--- src/rtl/core_tick_pkg.sv ---
// Shared definitions for the core tick scheduler: per-core state encoding and core count.
package core_tick_pkg;

  localparam int NUM_CORES = 2;

  typedef enum logic [1:0] {
    HALTED   = 2'd0,
    RUNNING  = 2'd1,
    STEPPING = 2'd2
  } core_state_t;

endpackage

--- src/rtl/tick_divider.sv ---
// Programmable slow-tick divider: counts 0..div_max and emits a registered one-cycle tick.
// A config load restarts the count and suppresses the tick for that cycle.
module tick_divider #(
  parameter int DIV_W       = 16,
  parameter int DIV_MAX_RST = 19999
) (
  input  logic             clk,
  input  logic             reset,
  input  logic             cfg_we,
  input  logic [DIV_W-1:0] cfg_div,
  output logic             tick
);

  logic [DIV_W-1:0] cnt;
  logic [DIV_W-1:0] div_max;

  always_ff @(posedge clk or posedge reset) begin
    if (reset) begin
      cnt     <= '0;
      div_max <= DIV_W'(DIV_MAX_RST);
      tick    <= 1'b0;
    end else if (cfg_we) begin
      cnt     <= '0;
      div_max <= cfg_div;
      tick    <= 1'b0;
    end else if (cnt == div_max) begin
      cnt  <= '0;
      tick <= 1'b1;
    end else begin
      cnt  <= cnt + 1'b1;
      tick <= 1'b0;
    end
  end

endmodule

--- src/rtl/core_tick_sched.sv ---
// Per-core run/halt/step clock-enable scheduler driven by a shared divided tick.
// Optional enable counters are built when CORE_TICK_SCHED_PERF_EN is defined.
module core_tick_sched
  import core_tick_pkg::*;
#(
  parameter int DIV_MAX_RST = 19999,
  parameter int DIV_W       = 16
) (
  input  logic                 clk,
  input  logic                 reset,
  input  logic                 cfg_we,
  input  logic [DIV_W-1:0]     cfg_div,
  input  logic                 alt_mode,
  input  logic [NUM_CORES-1:0] run_req,
  input  logic [NUM_CORES-1:0] halt_req,
  input  logic [NUM_CORES-1:0] step_req,
  output logic [NUM_CORES-1:0] core_en,
  output logic [3:0]           core_state,
  output logic                 tick
`ifdef CORE_TICK_SCHED_PERF_EN
  ,
  output logic [31:0]          en_cnt0,
  output logic [31:0]          en_cnt1
`endif
);

  core_state_t          state_q [NUM_CORES];
  core_state_t          state_d [NUM_CORES];
  logic [NUM_CORES-1:0] elig;
  logic [NUM_CORES-1:0] grant;
  logic                 rr_ptr;
  logic                 rr_nxt;

  tick_divider #(
    .DIV_W       (DIV_W),
    .DIV_MAX_RST (DIV_MAX_RST)
  ) u_div (
    .clk     (clk),
    .reset   (reset),
    .cfg_we  (cfg_we),
    .cfg_div (cfg_div),
    .tick    (tick)
  );

  always_ff @(posedge clk or posedge reset) begin
    if (reset) begin
      for (int i = 0; i < NUM_CORES; i++) state_q[i] <= HALTED;
      rr_ptr  <= 1'b0;
      core_en <= '0;
    end else begin
      for (int i = 0; i < NUM_CORES; i++) state_q[i] <= state_d[i];
      rr_ptr  <= rr_nxt;
      core_en <= grant;
    end
  end

  // A halt in the same cycle as a tick removes the core from arbitration.
  always_comb begin
    grant  = '0;
    rr_nxt = rr_ptr;
    for (int i = 0; i < NUM_CORES; i++)
      elig[i] = (state_q[i] != HALTED) && !halt_req[i];
    if (tick) begin
      if (!alt_mode) begin
        grant = elig;
      end else if (elig[rr_ptr]) begin
        grant[rr_ptr] = 1'b1;
        rr_nxt        = ~rr_ptr;
      end else if (elig[~rr_ptr]) begin
        grant[~rr_ptr] = 1'b1;
      end
    end
  end

  always_comb begin
    for (int i = 0; i < NUM_CORES; i++) begin
      state_d[i] = state_q[i];
      case (state_q[i])
        HALTED: begin
          if (halt_req[i])      state_d[i] = HALTED;
          else if (step_req[i]) state_d[i] = STEPPING;
          else if (run_req[i])  state_d[i] = RUNNING;
        end
        RUNNING: begin
          if (halt_req[i]) state_d[i] = HALTED;
        end
        STEPPING: begin
          if (halt_req[i])     state_d[i] = HALTED;
          else if (run_req[i]) state_d[i] = RUNNING;
          else if (grant[i])   state_d[i] = HALTED;
        end
        default: state_d[i] = HALTED;
      endcase
    end
  end

  always_comb begin
    core_state = '0;
    for (int i = 0; i < NUM_CORES; i++)
      core_state[2*i +: 2] = state_q[i];
  end

`ifdef CORE_TICK_SCHED_PERF_EN
  always_ff @(posedge clk or posedge reset) begin
    if (reset) begin
      en_cnt0 <= '0;
      en_cnt1 <= '0;
    end else begin
      en_cnt0 <= en_cnt0 + 32'(core_en[0]);
      en_cnt1 <= en_cnt1 + 32'(core_en[1]);
    end
  end
`endif

endmodule

--- config.mk ---
export PLATFORM = sky130hd
export DESIGN_NAME = core_tick_sched
export DESIGN_NICKNAME = d
export VERILOG_FILES = /design/src/rtl/core_tick_pkg.sv /design/src/rtl/tick_divider.sv /design/src/rtl/core_tick_sched.sv
export SDC_FILE = /design/constraint.sdc
export NUM_CORES = 1
export LEC_CHECK = 0
export ABC_AREA = 1
export CAP_MARGIN = 20
export CORE_UTILIZATION = 41
export CTS_CLUSTER_DIAMETER = 80
export DETAILED_ROUTE_END_ITERATION = 10
export PLACE_DENSITY = 0.74
export SLEW_MARGIN = 20
export SYNTH_ARGS = -nofsm -noshare
export SYNTH_HDL_FRONTEND = slang
export SYNTH_SLANG_ARGS = --single-unit
--- constraint.sdc ---
create_clock -name clk -period 2 [get_ports clk]
set_clock_uncertainty 0.2 [all_clocks]
set_input_delay 0.3 -clock clk [delete_from_list [all_inputs] [get_ports clk]]
set_output_delay 0.3 -clock clk [all_outputs]
set_load 0.03 [all_outputs]
== After elaboration in Yosys (flattened, before gate mapping) ==
Index checks and enable logic that the tools add are counted.
Word-level totals
  bits in registers: 40
  output and inout port bits: 7
  input bits: 26
Operators by class
  bitwise gates (word level): 1
  multiplexer cells: 32
  order comparisons: 4
  equal/unequal tests: 11
  $add $sub $neg: 1
  reductions and logical operators: 13
Operator list (number)
  2-bit 2-to-1 mux: 18
  16-bit 2-to-1 mux: 2
  16-bit by 1-bit adder with 16-bit output, second input constant: 1
  16-bit equality test: 1
  4-bit inequality test, second input constant: 4
  2-bit one-hot mux with 3 select lines: 2
  3-bit AND reduction: 3
  1-bit 2-to-1 mux: 8
  2-bit by 1-bit equality test with 1-bit output, second input constant: 2
  2-bit equality test, second input constant: 2
  1-bit logical AND: 4
  2-bit zero test: 2
  1-bit by 2-bit less-than comparator with 1-bit output, second input constant: 2
  2-bit inequality test, second input constant: 2
  2-bit nonzero test: 2
  1-bit demux with 1-bit select: 2
  1-bit greater-or-equal comparator, second input constant: 2
  1-bit zero test: 2
  1-bit inverter: 1

== Logic depth before layout (Yosys ltp) ==
  word-level depth: 13
  mapped depth: 10

== Cells and area by module ==
From an unflattened synthesis, not the netlist that was laid out.
Unflattened totals
  cells, all modules: 305
  area total of the unflattened synthesis: 2250.9 um^2
By module, submodules not included
  tick_divider: cells each 239, instances 1, area an instance 1800.5 um^2, sequential area each 837.1 um^2
  core_tick_sched: cells each 66, instances 1, area an instance 450.4 um^2, sequential area each 175.2 um^2

== Least setup slack after synthesis ==
OpenSTA, ideal clock, no wires.
  path kind: reg-to-reg
  start point: register u_div.div_max[11]
  end point: register u_div.cnt[2]
  slack: 0.461 ns
  buffers on the path: 1
  period minus slack after synthesis: 1.539 ns
  stages on the path, launching flop included: 11
  arrival time: 1.219 ns
  library setup time: 0.120 ns
  path through: dfstp_2 > inv_1 > nand2_1 > nand2_1 > nor2_1 > nand2_1 > nor2_1 > nand2_2 > nand2_4 > buf_6 > nor2_1
On the way
  word-level cells in the longest chain between the ends: 3
Ends and longest elaborated chain
  from (decl): line tick_divider.sv:15  | logic [DIV_W-1:0] div_max;
  from (signal assigned): line tick_divider.sv:20  | div_max <= DIV_W'(DIV_MAX_RST);
  from (signal assigned): line tick_divider.sv:24  | div_max <= cfg_div;
  16-bit equality test: line tick_divider.sv:26  | end else if (cnt == div_max) begin
  16-bit 2-to-1 mux: line tick_divider.sv:26
  16-bit 2-to-1 mux: line tick_divider.sv:22  | end else if (cfg_we) begin
  to (signal assigned): line tick_divider.sv:30  | cnt <= cnt + 1'b1;
  to (decl): line tick_divider.sv:14  | logic [DIV_W-1:0] cnt;
No other way between the ends.
A chain may end at the register's enable or synchronous reset.

== Worst setup path in the final report ==
  start point: register state_q (netlist bit core_state[0])
  end point: output port core_state[0]
RTL lines
  from (decl): line core_tick_sched.sv:27  | core_state_t state_q [NUM_CORES];
  to (decl): line core_tick_sched.sv:18  | output logic [3:0] core_state,
No word-level cell between the ends.

==> results.toml <==
[run_status]
run_status = "finished, final reports clean"

[cells_and_area]
fill_cells = 541
nets = 375
multiInputGateArea_um2 = 952
drive_gt1_share_pct = 7.45
antenna_cells = 0
regArea_um2 = 1010
fin_util_pct = 52.6
final_common_cell = "nand2_1"
area_delta_synth_final_pct = 23.0
final_cell_mix = "nand2_1 (108), nor2_1 (51), inv_1 (47)"

[cts]
cts_buffer_depth = 2
root_buffer = "clkbuf_8"
hold_buffers = 0
cts_setup_buffers = 0
tritoncts = "yes"
clk_pin_slew_ns = 0.08
clock_sinks = 40
htreeDepth = 2
numCtsBuffers = 5
post_cts_resized = 0
worst_skew_pair.late_latency_ns = 0.29

[logic_synthesis]
synthFlopType = "dfrtp_1"
synthesis.area_um2 = 2190
yosys-top-cells-area = "dfrtp_1 (35%), nand2_1 (19%), dfstp_2 (11%)"
yosys_warnings = 0
syn_avg_cell_area_um2 = 7.03
synth_fp_nets = 338
yosysSeqAreaShare_pct = 46.3
synth_edf_count = 0
async_flop_share_pct = 100
netlist_instances = 311
ys_ff_latch = 40
yosys.area.top_type = "dfrtp_1"
yosysTopAreaCellShare_pct = 35.5
synth_cell_types = 22

[sta]
min_period_over_period_pct = 93.8
relSlewSlack_pct = 78.8
fmaxAchievable_mhz = 533
rsz0062_at_grt = "false"
finalSetupViolCount = 0
min_period_ns = 1.88
tightest_slew_ns = 0.317
tns_ns = 0
finalHoldViolations = 0
drv_slew = 0

[floorplanning]
core_um2 = 5110
ios = 33
design.die.area_um2 = 5630
chipHeight_um = 75.0
chipWidth_um = 75.0
num_rows = 26
start_util_pct = 42.8

[worst_setup_path]
cp_cell_sequence = "clkdlybuf4s50_1"
path_max_fanout = 4
r2r_start = "u_div.div_max[3]"
cp_data_required_time_ns = 1.50
path_class = "flop to output port"
critPathSlowestCell = "clkdlybuf4s50_1"
start_kind = "flop"
crit_family = "buffers and inverters"
max_stage_delay_ns = 0.68
critPathBufInv = 1
reg2reg_depth = 9
timing.critical_path.arrival_ns = 1.38
crit_path_end_kind = "output port"
r2r_slack_ns = 0.30
r2r_end = "u_div.cnt[10]"

[global_routing]
grt_max_degree = 41
globalRouteTotalUtil_pct = 18.4
grt_first_pass_wirelength_um = 7720
antenna_found_initial = 0
grt_overflow_total = 0
grt_pass1_vias = 1907

[route]
viasPerCell = 4.58
drt_wl_total_um = 4370
antenna_left = 0
drcViolationCount = 0
vias = 1921
routedWlPerCell_um = 10.4
firstDrtPassIters = 4
drt_iter0_markers = 73

[pwr]
power_density_nw_per_um2 = 655
power.leakage_nw = 1.29
irDropWorstVdd_uv = 445

[place]
io_buffers = 32
gp_congestion = 0.867
post-dp-hpwl_um = 3310

[hold_path]
hp-class = "primary input to async pin"

[flow_run]
cap_violations = 0
==> logic make-up after synthesis <==
| family | share of synthesized area (%) |
|---|---|
| xor gates and xnor gates | 4.41 |
| and+or+nand+nor | 34.0 |
| AOI/OAI and AO/OA | 4.58 |
| DFF | 46.3 |
| buffers and inverters | 10.1 |
| adders and majority gates | 0.572 |
==> cells in the mapped netlist (2+ instances only) <==
| master | count |
|---|---|
| buf_6 | 2 |
| clkbuf_1 | 3 |
| dfrtp_1 | 31 |
| dfstp_2 | 9 |
| inv_1 | 47 |
| inv_2 | 3 |
| nand2_1 | 108 |
| nand3_1 | 15 |
| nand4_1 | 4 |
| nor2_1 | 51 |
| nor3_1 | 3 |
| o21ai_0 | 16 |
| xor2_1 | 10 |
==> how the worst max path moves through the flow <==
stage / from / end / slack [ns] / cells past startpoint
final: core_state[0] / core_state[0] / 0.12 / 1
after floorplan: u_div.div_max[11] / u_div.cnt[2] / 0.46 / 10
after global routing: core_state[0] / core_state[0] / 0.06 / 1
after global placement: u_div.div_max[4] / u_div.cnt[0] / 0.32 / 9
after detailed placement: u_div.div_max[3] / u_div.cnt[7] / 0.29 / 9
after CTS: core_state[0] / core_state[0] / 0.12 / 1
==> power by group <==
part	total, mW	switching [mW]	internal, mW
logic	0.305	0.169	0.136
clock network	0.554	0.279	0.275
registers	0.902	0.0332	0.868
total	1.76	0.481	1.28
==> per-layer routing <==
layer  GRT usage (%)  wire [um]
met1            19.4       1900
met2            36.2       2260
met3            3.48        153
met4            6.29         63
met5               0          0
==> flip-flops by register name, summed over array words and instances (netlist names) <==
register and count:
u_div.cnt 16, u_div.div_max 16, core_state 4, core_en 2, rr_ptr 1, u_div.tick 1
==> per-stage QoR <==
stage	total power, mW	std cells	hold slack (ns)	setup WS [ns]	area [um^2]
floorplan	1.10	311	0.206	0.461	2190
global placement	1.22	411	0.277	0.315	2590
detailed placement	1.22	411	0.286	0.293	2590
CTS	1.79	419	0.170	0.118	2690
global route	1.86	419	0.174	0.0569	2690
finish	1.76	419	0.155	0.123	2690
==> layout make-up <==
cell class,instances,share of cell area [%]
Sequential cell,40,37.7
Multi-Input combinational cell,216,35.4
Timing Repair Buffer,35,13.2
Inverter,50,6.98
Tap cell,70,3.26
Clock buffer,6,3.07
Clock inverter,2,0.372
==> worst reg2reg max path, delay by kind of cell (launching register included) <==
family / cells / cell delay, ns
simple gates: 8 / 0.82
buf+inv: 1 / 0.05
flops: 1 / 0.54
No activity file was read; power rests on OpenSTA's default activity.
